$ cat config.mk
export PLATFORM = sky130hd
export DESIGN_NAME = scrisc_ctrl_fsm
export DESIGN_NICKNAME = d
export VERILOG_FILES = /design/src/rtl/scrisc_ctrl_fsm.sv
export SDC_FILE = /design/constraint.sdc
export NUM_CORES = 1
export LEC_CHECK = 0
export ABC_AREA = 1
export CORE_MARGIN = 2
export CORE_UTILIZATION = 50
export CTS_CLUSTER_SIZE = 16
export DETAILED_ROUTE_END_ITERATION = 12
export MAX_ROUTING_LAYER = met4
export PLACE_DENSITY_LB_ADDON = 0.15
export SLEW_MARGIN = 30
export SYNTH_ARGS = -nofsm -noshare
export SYNTH_HDL_FRONTEND = slang
export SYNTH_SLANG_ARGS = --single-unit
$ cat constraint.sdc
create_clock -name clk -period 1.45 [get_ports clk]
set_input_delay 0.29 -clock clk [delete_from_list [all_inputs] [get_ports clk]]
set_output_delay 0.29 -clock clk [all_outputs]
set_load 0.01 [all_outputs]
$ cat src/rtl/scrisc_ctrl_fsm.sv
// Moore control FSM for a small 16-bit RISC core: fetch/decode/execute sequencing,
// memory handshakes with an ack timeout, and sticky status flags.
module scrisc_ctrl_fsm #(
    parameter int ACK_TIMEOUT = 15
) (
    input  logic        clk,
    input  logic        rst,
    input  logic [15:0] instr,
    input  logic        imem_ack,
    input  logic        mem_ack,
    input  logic        check,
    output logic        imem_req,
    output logic [15:0] ir,
    output logic        ir_load,
    output logic        pc_inc,
    output logic        pc_load,
    output logic [3:0]  alu_c,
    output logic [2:0]  alu_b,
    output logic        mem_rd,
    output logic        mem_wr,
    output logic        rf_we,
    output logic        halted,
    output logic        illegal,
    output logic        bus_err
);

    typedef enum logic [2:0] {IDLE, FETCH, DECODE, EXEC, MEM, WB, HALT} state_t;

    // A wait cycle that ends with the counter at ACK_TIMEOUT and no ack is fatal.
    localparam logic [7:0] LAST_WAIT = 8'(ACK_TIMEOUT - 1);

    state_t      state, state_nx;
    logic [7:0]  cnt, cnt_nx;
    logic [15:0] ir_nx;
    logic [3:0]  alu_c_nx;
    logic [2:0]  alu_b_nx;
    logic        imem_req_nx, ir_load_nx, pc_inc_nx, pc_load_nx;
    logic        mem_rd_nx, mem_wr_nx, rf_we_nx;
    logic        halted_nx, illegal_nx, bus_err_nx;
    logic [3:0]  op;

    assign op = ir[15:12];

    function automatic logic [3:0] alu_code(input logic [3:0] opc);
        case (opc)
            4'h1:    alu_code = 4'b1100;
            4'h2:    alu_code = 4'b1101;
            4'h3:    alu_code = 4'b1000;
            4'h4:    alu_code = 4'b1001;
            4'h5:    alu_code = 4'b1010;
            4'h6:    alu_code = 4'b1011;
            4'h7:    alu_code = 4'b0100;
            4'h8:    alu_code = 4'b0110;
            4'h9:    alu_code = 4'b0111;
            4'hA:    alu_code = 4'b1100;
            4'hB:    alu_code = 4'b1100;
            4'hC:    alu_code = 4'b1101;
            default: alu_code = 4'b0000;
        endcase
    endfunction

    always_ff @(posedge clk or posedge rst) begin
        if (rst) begin
            state    <= IDLE;
            cnt      <= '0;
            ir       <= '0;
            alu_c    <= '0;
            alu_b    <= '0;
            imem_req <= 1'b0;
            ir_load  <= 1'b0;
            pc_inc   <= 1'b0;
            pc_load  <= 1'b0;
            mem_rd   <= 1'b0;
            mem_wr   <= 1'b0;
            rf_we    <= 1'b0;
            halted   <= 1'b0;
            illegal  <= 1'b0;
            bus_err  <= 1'b0;
        end else begin
            state    <= state_nx;
            cnt      <= cnt_nx;
            ir       <= ir_nx;
            alu_c    <= alu_c_nx;
            alu_b    <= alu_b_nx;
            imem_req <= imem_req_nx;
            ir_load  <= ir_load_nx;
            pc_inc   <= pc_inc_nx;
            pc_load  <= pc_load_nx;
            mem_rd   <= mem_rd_nx;
            mem_wr   <= mem_wr_nx;
            rf_we    <= rf_we_nx;
            halted   <= halted_nx;
            illegal  <= illegal_nx;
            bus_err  <= bus_err_nx;
        end
    end

    // Outputs are computed for the state being entered, so every strobe is a register.
    always_comb begin
        state_nx    = state;
        cnt_nx      = cnt;
        ir_nx       = ir;
        alu_c_nx    = alu_c;
        alu_b_nx    = alu_b;
        imem_req_nx = 1'b0;
        ir_load_nx  = 1'b0;
        pc_inc_nx   = 1'b0;
        pc_load_nx  = 1'b0;
        mem_rd_nx   = 1'b0;
        mem_wr_nx   = 1'b0;
        rf_we_nx    = 1'b0;
        halted_nx   = halted;
        illegal_nx  = illegal;
        bus_err_nx  = bus_err;
        case (state)
            IDLE: begin
                state_nx    = FETCH;
                cnt_nx      = '0;
                imem_req_nx = 1'b1;
            end
            FETCH: begin
                if (imem_ack) begin
                    state_nx   = DECODE;
                    ir_nx      = instr;
                    ir_load_nx = 1'b1;
                    pc_inc_nx  = 1'b1;
                    alu_c_nx   = alu_code(instr[15:12]);
                    alu_b_nx   = (instr[15:12] == 4'hC) ? instr[11:9] : 3'b000;
                end else if (cnt == LAST_WAIT) begin
                    state_nx   = HALT;
                    cnt_nx     = cnt + 8'd1;
                    bus_err_nx = 1'b1;
                    halted_nx  = 1'b1;
                end else begin
                    cnt_nx      = cnt + 8'd1;
                    imem_req_nx = 1'b1;
                end
            end
            DECODE: begin
                case (op)
                    4'h0: begin
                        state_nx    = FETCH;
                        cnt_nx      = '0;
                        imem_req_nx = 1'b1;
                    end
                    4'hE: begin
                        state_nx    = FETCH;
                        cnt_nx      = '0;
                        imem_req_nx = 1'b1;
                        illegal_nx  = 1'b1;
                    end
                    4'hF: begin
                        state_nx  = HALT;
                        halted_nx = 1'b1;
                    end
                    4'hC: begin
                        state_nx   = EXEC;
                        pc_load_nx = check;
                    end
                    4'hD: begin
                        state_nx   = EXEC;
                        pc_load_nx = 1'b1;
                    end
                    default: state_nx = EXEC;
                endcase
            end
            EXEC: begin
                case (op)
                    4'hA: begin
                        state_nx  = MEM;
                        cnt_nx    = '0;
                        mem_rd_nx = 1'b1;
                    end
                    4'hB: begin
                        state_nx  = MEM;
                        cnt_nx    = '0;
                        mem_wr_nx = 1'b1;
                    end
                    4'h1, 4'h2, 4'h3, 4'h4, 4'h5, 4'h6, 4'h7, 4'h8, 4'h9: begin
                        state_nx = WB;
                        rf_we_nx = 1'b1;
                    end
                    default: begin
                        state_nx    = FETCH;
                        cnt_nx      = '0;
                        imem_req_nx = 1'b1;
                    end
                endcase
            end
            MEM: begin
                if (mem_ack) begin
                    if (op == 4'hA) begin
                        state_nx = WB;
                        rf_we_nx = 1'b1;
                    end else begin
                        state_nx    = FETCH;
                        cnt_nx      = '0;
                        imem_req_nx = 1'b1;
                    end
                end else if (cnt == LAST_WAIT) begin
                    state_nx   = HALT;
                    cnt_nx     = cnt + 8'd1;
                    bus_err_nx = 1'b1;
                    halted_nx  = 1'b1;
                end else begin
                    cnt_nx    = cnt + 8'd1;
                    mem_rd_nx = mem_rd;
                    mem_wr_nx = mem_wr;
                end
            end
            WB: begin
                state_nx    = FETCH;
                cnt_nx      = '0;
                imem_req_nx = 1'b1;
            end
            HALT:    state_nx = HALT;
            default: state_nx = IDLE;
        endcase
    end

endmodule

==> impl_results.html, run 1 <==
<table>
<tr><th>Metric</th><th>Value</th></tr>
<tr><th colspan="2">CTS</th></tr>
<tr><td>Cts bufs inserted</td><td>5</td></tr>
<tr><td>Maximum count of clock buffers along a single path</td><td>2</td></tr>
<tr><td>Hold buffer count at CTS</td><td>0</td></tr>
<tr><td>Clock tree from TritonCTS</td><td>built</td></tr>
<tr><td>H-tree lvl count</td><td>2</td></tr>
<tr><td>Worst-Skew Late Latency</td><td>0.29 ns</td></tr>
<tr><td>Buffer type at the clock tree root</td><td>clkbuf_8</td></tr>
<tr><td>Clock transition at the register clock pins on the worst setup and hold paths after CTS</td><td>about 0.090 ns</td></tr>
<tr><td>Clock tree sinks</td><td>43</td></tr>
<tr><th colspan="2">STA</th></tr>
<tr><td>Final-report max-slew violation count</td><td>0</td></tr>
<tr><td>Fin Setup TNS</td><td>-0.0337 ns</td></tr>
<tr><td>Max Freq</td><td>684 MHz</td></tr>
<tr><td>Relative max-transition margin</td><td>75.6%</td></tr>
<tr><td>Actual slew at the worst max-slew pin</td><td>approximately 0.37 ns</td></tr>
<tr><td>Clock skew after layout</td><td>0.00824 ns</td></tr>
<tr><td>Unrepaired setup endpoints after global routing</td><td>yes</td></tr>
<tr><td>Final period demand of the worst path</td><td>1.46 ns</td></tr>
<tr><td>Number of hold violations in the final report</td><td>0</td></tr>
<tr><td>Worst setup slack after layout</td><td>-0.0121 ns</td></tr>
<tr><td>Part of the cycle the worst path needs</td><td>101%</td></tr>
<tr><td># setup viols final</td><td>4</td></tr>
<tr><th colspan="2">Global route</th></tr>
<tr><td>Global routing usage summed across all routing layers</td><td>24.1%</td></tr>
<tr><td>First-pass GRT wire length</td><td>9620 µm</td></tr>
<tr><td>Number of antenna violations at the first check in global routing</td><td>0</td></tr>
<tr><td>Largest net degree at the start of global routing</td><td>30</td></tr>
<tr><td>Grt total ovfl</td><td>0</td></tr>
<tr><td>Vias in the first global route</td><td>2,210</td></tr>
<tr><th colspan="2">Run status</th></tr>
<tr><td>Status</td><td>complete, but fails checks</td></tr>
<tr><td>Failing checks</td><td>negative setup slack</td></tr>
<tr><th colspan="2">Synthesis</th></tr>
<tr><td>Post-synthesis cell count</td><td>302</td></tr>
<tr><td>Ys async rst share</td><td>100%</td></tr>
<tr><td>Flop and latch count out of synthesis</td><td>43</td></tr>
<tr><td>Fraction of post-synthesis cell area in the top cell type by area</td><td>around 47%</td></tr>
<tr><td>Most common cell in the netlist</td><td>nand2_1</td></tr>
<tr><td>EDFF count, synth</td><td>0</td></tr>
<tr><td>Sequential-to-total area share from yosys stat</td><td>46.9%</td></tr>
<tr><td>Cell types with the largest area share after synthesis</td><td>dfrtp_1 (47%), nand2_1 (19%), nand3_1 (5.7%), ha_1 (4.4%), inv_1 (3.8%)</td></tr>
<tr><td>Top cells by count, synth</td><td>nand2_1 (115), dfrtp_1 (43), nand3_1 (26)</td></tr>
<tr><td>Syn_area_per_cell</td><td>7.59 µm²</td></tr>
<tr><td>Commonest register cell after synthesis</td><td>dfrtp_1</td></tr>
<tr><td>Post-synthesis cell area</td><td>2290 µm²</td></tr>
<tr><td>Cell accounting for the most synthesized area</td><td>dfrtp_1</td></tr>
<tr><td>Distinct cell type count of the synthesized netlist</td><td>28</td></tr>
<tr><td>Synthesized netlist net count</td><td>331</td></tr>
<tr><td>Number of warnings reported in the yosys synthesis log</td><td>0</td></tr>
<tr><th colspan="2">Route</th></tr>
<tr><td>Via/cell ratio</td><td>5.18</td></tr>
<tr><td>Average wire length per cell after detail routing</td><td>13.6 µm</td></tr>
<tr><td>Overall via count from detail_route</td><td>2,327</td></tr>
<tr><td>DRT Pass-1 Iters</td><td>4</td></tr>
<tr><td>Highest layer used for signal routing</td><td>met4</td></tr>
<tr><td>Sum of routed wire length over all layers</td><td>a little over 6000 µm</td></tr>
<tr><td>Detailed Route Iter0 Violations</td><td>~160</td></tr>
<tr><td>DRC violations left</td><td>0</td></tr>
<tr><td>Routed length on met2</td><td>3050 µm</td></tr>
<tr><td>Antenna-violating nets left</td><td>0</td></tr>
<tr><td>DR WL met3</td><td>~340 µm</td></tr>
<tr><td>Met1 routed wirelength after detailed routing</td><td>2620 µm</td></tr>
<tr><th colspan="2">Finish</th></tr>
<tr><td>Signed area change from the synthesized netlist to the final layout</td><td>46.4%</td></tr>
<tr><td>Share of final-layout standard cells stronger than drive strength 1</td><td>22.4%</td></tr>
<tr><td>N_diodes</td><td>0</td></tr>
<tr><td>Design area</td><td>3360 µm²</td></tr>
<tr><td>Total number of nets in the final design</td><td>425</td></tr>
<tr><td>Filler-free cell count of the finished design</td><td>~450</td></tr>
<tr><th colspan="2">Setup path</th></tr>
<tr><td>Critical path's largest stage delay</td><td>0.45 ns</td></tr>
<tr><td>Crit Path Max Fanout</td><td>8</td></tr>
<tr><td>Required arrival time at the worst endpoint</td><td>about 1.6 ns</td></tr>
<tr><td>Arrival time worst endpoint</td><td>about 1.7 ns</td></tr>
<tr><td>Sum of buffers and inverters on the critical path</td><td>4</td></tr>
<tr><td>Endpoint kind of the worst setup timing path</td><td>register</td></tr>
<tr><td>Library cell contributing the largest single delay on the critical path</td><td>dfrtp_2</td></tr>
<tr><td>Worst Path Class, Setup</td><td>register to register</td></tr>
<tr><td>Crit path launch type</td><td>register</td></tr>
<tr><td>Cells traversed along the worst timing path</td><td>buf_6 -&gt; inv_2 -&gt; nor2_4 -&gt; nand2_2 -&gt; inv_2 -&gt; nand2_2 -&gt; inv_1 -&gt; nor2_2 -&gt; nand2_4 -&gt; nand2_1 -&gt; nand2_1</td></tr>
<tr><td>Cell family with the largest share of critical-path delay</td><td>simple AND/OR/NAND/NOR gates</td></tr>
<tr><th colspan="2">Die</th></tr>
<tr><td>Starting density of the core</td><td>a little over half</td></tr>
<tr><td>Die width</td><td>71.7 µm</td></tr>
<tr><td>Top-Level Pins</td><td>54</td></tr>
<tr><td>Area of the die</td><td>5140 µm²</td></tr>
<tr><td>Vertical extent of the die</td><td>a little over 70 µm</td></tr>
<tr><td>Floorplan Core Area</td><td>4380 µm²</td></tr>
<tr><td>Row cnt</td><td>24</td></tr>
<tr><th colspan="2">Placement</th></tr>
<tr><td>Post-placement setup slack</td><td>-0.216 ns</td></tr>
<tr><td># placed instances</td><td>431</td></tr>
<tr><td>Port bufs</td><td>53</td></tr>
<tr><td>Final RePlAce weighted congestion</td><td>0.907</td></tr>
<tr><td>Post-detailed-placement half-perimeter wirelength</td><td>approximately 4100 µm</td></tr>
<tr><td>Placed cell areas</td><td>3070 µm²</td></tr>
<tr><th colspan="2">Flow run</th></tr>
<tr><td>Max-cap violations</td><td>0</td></tr>
<tr><th colspan="2">Power</th></tr>
<tr><td>Total leakage power</td><td>1.83 nW</td></tr>
<tr><td>Worst supply voltage drop on vdd</td><td>just over 1 mV</td></tr>
<tr><td>Power per cell area</td><td>1730 nW/µm²</td></tr>
<tr><th colspan="2">Hold path</th></tr>
<tr><td>Hold crit path type</td><td>primary input to async pin</td></tr>
</table>
==> sequential cells by signal, summed over array words and instances (netlist names) <==
signal,flops
alu_b,3
alu_c,4
bus_err,1
cnt,8
halted,1
illegal,1
imem_req,1
ir,16
mem_rd,1
mem_wr,1
pc_inc,1
pc_load,1
rf_we,1
state,3
==> cells in the final DEF, fill, tap and decap left out, drive strengths merged, types with 2 or more instances in the layout <==
master / synthesis / layout
nand2: 117 / 117
dfrtp: 43 / 43
buf: 5 / 39
inv: 30 / 31
nand3: 29 / 29
nor2: 29 / 29
dlygate4sd2: 0 / 28
clkdlybuf4s50: 0 / 20
o21ai: 16 / 16
ha: 8 / 8
clkbuf: 0 / 6
nand4: 5 / 5
a21oi: 5 / 5
nor3: 5 / 5
o21bai: 3 / 3
dlymetal6s2s: 0 / 3
clkinv: 1 / 2
==> final cells by class <==
cell class              instances  area (µm²)
fillers                       334        1030
inverters                      31         116
multi-input cells             223        1180
clock buffers                   5        68.8
flip-flops and latches         43        1080
repair buffers                 92         802
well taps                      52        65.1
clock inverters                 3        43.8
==> logic make-up after synthesis <==
family,count (synthesis),synth area share [%]
flip-flops,43,46.9
XOR/XNOR,1,0.382
buffers and inverters,36,6.55
adder cells (fa/ha/maj),8,4.36
AND/OR/NAND/NOR,185,34.4
AO/OA/AOI/OAI,29,7.37
==> power breakdown <==
group          total (mW)  internal, mW  leakage (nW)  switching (mW)
combinational        2.99          1.28          1.22            1.71
clock               0.930         0.513        0.0581           0.417
sequential           1.88          1.59         0.546           0.289
total                5.80          3.38          1.83            2.42
==> worst paths after layout <==
| kind | end | from | slack (ns) | cells past startpoint |
|---|---|---|---|---|
| max | cnt[5] | ir[13] | -0.01 | 11 |
| min | cnt[5] | rst | 0.31 | 3 |
| max reg2reg | cnt[5] | ir[13] | -0.01 | 11 |
| min reg2reg | bus_err | bus_err | 0.45 | 1 |
| max in group asynchronous | ir[12] | rst | 0.76 | 3 |
| min in group clk | bus_err | bus_err | 0.45 | 1 |
==> metal layers <==
layer	track usage (%)	vias to the layer above
met1	30.7	1076
met2	39.1	81
met3	5.06	12
met4	6.50	0
met5	-	-
li1	-	1158
==> worst reg2reg max path, cell delays in order (launching register included) <==
cell and delay, ns:
dfrtp_2 0.45, buf_6 0.13, inv_2 0.07, nor2_4 0.05, nand2_2 0.11, inv_2 0.04, nand2_2 0.07, inv_1 0.06
nor2_2 0.15, nand2_4 0.11, nand2_1 0.08, nand2_1 0.05
==> per-stage QoR <==
stage | hold slack (ns) | power, mW | util [%]
after detailed placement | 0.448 | 4.52 | 70.1
final | 0.313 | 5.80 | 76.6
after global placement | 0.443 | 4.46 | 70.1
after floorplan | 0.400 | 3.28 | -
after CTS | 0.324 | 5.42 | 73.6
after global routing | 0.341 | 6.17 | 76.6
==> what timing repair did <==
item	in CTS	in global routing
setup buffers	5	5
pin swaps	5	10
resized for setup	42	31
setup endpoints to repair	33	24
No activity file was read; power rests on OpenSTA's default activity.
==> run 2, diff against run 1 <==
Settings changed: CORE_UTILIZATION 50 to 43, HOLD_SLACK_MARGIN set to 0.06.
==> run 2 against run 1 <==
  * The run now ends clean
  * Total power shrank 0.29%
  * Count of clock-buffer cells in the layout grew 3
  * Global-route usage shrank 2.6 points
  * Critical path type unchanged
  * Largest cell class unchanged
  * Highest routed layer unchanged
==> impl_results.html, run 2 (synthesized netlist as in run 1, its figures left out) <==
<table>
<tr><th>Metric</th><th>Value</th></tr>
<tr><th colspan="2">Run status</th></tr>
<tr><td>Status</td><td>completed</td></tr>
<tr><th colspan="2">Flow run</th></tr>
<tr><td>Max-cap violations</td><td>0</td></tr>
<tr><th colspan="2">CTS</th></tr>
<tr><td>Worst-Skew Late Latency</td><td>0.30 ns</td></tr>
<tr><td>Clock transition at the register clock pins on the worst setup and hold paths after CTS</td><td>0.09 ns</td></tr>
<tr><td>Buffer type at the clock tree root</td><td>clkbuf_8</td></tr>
<tr><td>Clock tree sinks</td><td>43</td></tr>
<tr><td>Maximum count of clock buffers along a single path</td><td>2</td></tr>
<tr><td>Clock tree from TritonCTS</td><td>built</td></tr>
<tr><td>Cts bufs inserted</td><td>5</td></tr>
<tr><td>H-tree lvl count</td><td>2</td></tr>
<tr><th colspan="2">Finish</th></tr>
<tr><td>Core Util, Final</td><td>about two thirds</td></tr>
<tr><td>Largest regs</td><td>ir (16), cnt (8), alu_c (4)</td></tr>
<tr><td>Most used cells in the layout excluding fill and tap cells</td><td>nand2_1 (107), dfrtp_1 (40), dlygate4sd2_1 (33), buf_4 (31), nand3_1 (25)</td></tr>
<tr><td>Fill cells</td><td>462</td></tr>
<tr><td>Share of final-layout standard cells stronger than drive strength 1</td><td>23.3%</td></tr>
<tr><td>N_diodes</td><td>0</td></tr>
<tr><td>Design area</td><td>3430 µm²</td></tr>
<tr><td>Commonest non-fill, non-tap cell in the layout</td><td>nand2_1</td></tr>
<tr><td>Area of combinational cells with multiple inputs</td><td>between 1000 and 1500 µm²</td></tr>
<tr><td>Signed area change from the synthesized netlist to the final layout</td><td>49.6%</td></tr>
<tr><td>Total number of nets in the final design</td><td>423</td></tr>
<tr><td>Register area</td><td>around 1100 µm²</td></tr>
<tr><td>Max reg flops</td><td>16</td></tr>
<tr><td>Largest register by flop count</td><td>ir</td></tr>
<tr><td>Filler-free cell count of the finished design</td><td>465</td></tr>
<tr><th colspan="2">Route</th></tr>
<tr><td>Routed length on met2</td><td>2940 µm</td></tr>
<tr><td>Detailed Route Iter0 Violations</td><td>71</td></tr>
<tr><td>Sum of routed wire length over all layers</td><td>5900 µm</td></tr>
<tr><td>Average wire length per cell after detail routing</td><td>12.7 µm</td></tr>
<tr><td>DRC violations left</td><td>0</td></tr>
<tr><td>Overall via count from detail_route</td><td>between 2,000 and 2,500</td></tr>
<tr><td>Via/cell ratio</td><td>approximately 5</td></tr>
<tr><td>DRT Pass-1 Iters</td><td>4</td></tr>
<tr><td>Highest layer used for signal routing</td><td>met4</td></tr>
<tr><td>DR WL met3</td><td>255 µm</td></tr>
<tr><td>Antenna-violating nets left</td><td>0</td></tr>
<tr><td>Met1 routed wirelength after detailed routing</td><td>2640 µm</td></tr>
<tr><th colspan="2">Power</th></tr>
<tr><td>Total Power Consumption</td><td>5.78 mW</td></tr>
<tr><td>Power per cell area</td><td>1690 nW/µm²</td></tr>
<tr><td>Worst supply voltage drop on vdd</td><td>slightly below 1 mV</td></tr>
<tr><td>Total leakage power</td><td>1.81 nW</td></tr>
<tr><th colspan="2">STA</th></tr>
<tr><td>Final period demand of the worst path</td><td>1.41 ns</td></tr>
<tr><td># setup viols final</td><td>0</td></tr>
<tr><td>Worst setup slack after layout</td><td>0.0433 ns</td></tr>
<tr><td>Relative max-transition margin</td><td>between 80% and 90%</td></tr>
<tr><td>Clock skew after layout</td><td>0.0112 ns</td></tr>
<tr><td>Part of the cycle the worst path needs</td><td>between 90 and 100%</td></tr>
<tr><td>Number of hold violations in the final report</td><td>0</td></tr>
<tr><td>Max Freq</td><td>711 MHz</td></tr>
<tr><td>Final-report max-slew violation count</td><td>0</td></tr>
<tr><td>Actual slew at the worst max-slew pin</td><td>0.251 ns</td></tr>
<tr><th colspan="2">Global route</th></tr>
<tr><td>First-pass GRT wire length</td><td>9970 µm</td></tr>
<tr><td>Grt total ovfl</td><td>0</td></tr>
<tr><td>Vias in the first global route</td><td>2,217</td></tr>
<tr><td>Global routing usage summed across all routing layers</td><td>a little over a fifth</td></tr>
<tr><td>Number of antenna violations at the first check in global routing</td><td>0</td></tr>
<tr><td>Largest net degree at the start of global routing</td><td>44</td></tr>
<tr><th colspan="2">Placement</th></tr>
<tr><td>Port bufs</td><td>53</td></tr>
<tr><td>Post-placement setup slack</td><td>-0.185 ns</td></tr>
<tr><td># placed instances</td><td>449</td></tr>
<tr><td>Placed cell areas</td><td>3150 µm²</td></tr>
<tr><td>Post-detailed-placement half-perimeter wirelength</td><td>4280 µm</td></tr>
<tr><td>Final RePlAce weighted congestion</td><td>around 0.9</td></tr>
<tr><th colspan="2">Setup path</th></tr>
<tr><td>Endpoint kind of the worst setup timing path</td><td>register</td></tr>
<tr><td>Required arrival time at the worst endpoint</td><td>1.64 ns</td></tr>
<tr><td>Arrival time worst endpoint</td><td>1.60 ns</td></tr>
<tr><td>Worst Path Class, Setup</td><td>register to register</td></tr>
<tr><td>Crit path launch type</td><td>register</td></tr>
<tr><td>Crit Path Max Fanout</td><td>8</td></tr>
<tr><th colspan="2">Hold path</th></tr>
<tr><td>Hold crit path type</td><td>primary input to async pin</td></tr>
<tr><th colspan="2">Die</th></tr>
<tr><td>Top-Level Pins</td><td>54</td></tr>
<tr><td>Vertical extent of the die</td><td>77.0 µm</td></tr>
<tr><td>Row cnt</td><td>26</td></tr>
<tr><td>Floorplan Core Area</td><td>5140 µm²</td></tr>
<tr><td>Area of the die</td><td>5930 µm²</td></tr>
<tr><td>Starting density of the core</td><td>around 45%</td></tr>
<tr><td>Die width</td><td>77.0 µm</td></tr>
</table>
==> run 2: changes by cell type in the layout (fill, tap and decap cells not counted), moves of 4 or more <==
| cell | previous run | this run |
|---|---|---|
| dlygate4sd2_1 | 28 | 33 |
| buf_4 | 36 | 31 |
| buf_12 | 0 | 4 |
| inv_1 | 23 | 19 |
| nor2_1 | 18 | 13 |
==> run 2: report_power, final <==
part           switching, mW  internal [mW]  leakage (nW)
clock                  0.406          0.435        0.0515
sequential             0.274           1.59         0.547
combinational           1.73           1.35          1.21
==> run 2: layer usage <==
metal  global-route usage [%]  up-vias
met5                        -        -
met4                     7.86        0
met3                     4.47        7
met2                     35.0       61
met1                     26.4     1046
li1                         -     1148
==> run 2: area by class of cell <==
class                   count  area share (%)
clock buffers               8            2.92
inverters                  31            3.54
multi-input cells         223            35.5
flip-flops and latches     43            31.5
well taps                  70            2.55
repair buffers             90            24.0
==> run 2: worst paths after layout <==
path	from	to	slack [ns]	cells past startpoint
max in group asynchronous	rst	ir[15]	0.89	3
worst max register to register	ir[14]	cnt[2]	0.04	9
worst min-delay path	rst	cnt[7]	0.32	3
worst max-delay path	ir[14]	cnt[2]	0.04	9
min in group clk	bus_err	bus_err	0.46	1
worst min register to register	bus_err	bus_err	0.46	1
==> run 2: what timing repair did <==
action | 4_1_cts | 5_1_grt
buffers inserted | 4 | 4
gates resized for setup | 45 | 37
endpoints found under the setup margin | 42 | 16
hold buffers | 0 | 0
pin swaps | 4 | 5
endpoints found under the hold margin | 0 | 0
==> run 2: through the flow <==
stage	TNS, ns	hold WS, ns
2_1_floorplan	0	0.400
6_report	0	0.323
4_1_cts	0	0.334
5_1_grt	-0.0579	0.359
3_3_place_gp	-1.98	0.447
3_5_place_dp	-3.24	0.455
==> run 2: critical path, stage by stage, from the launching register on <==
cell	delay, ns
dfrtp_1	0.40
buf_6	0.14
nor2_4	0.14
nand2_4	0.08
o21ai_4	0.09
nor2_2	0.07
nor2_4	0.13
nand2_4	0.09
nand2_1	0.09
nand2_1	0.06
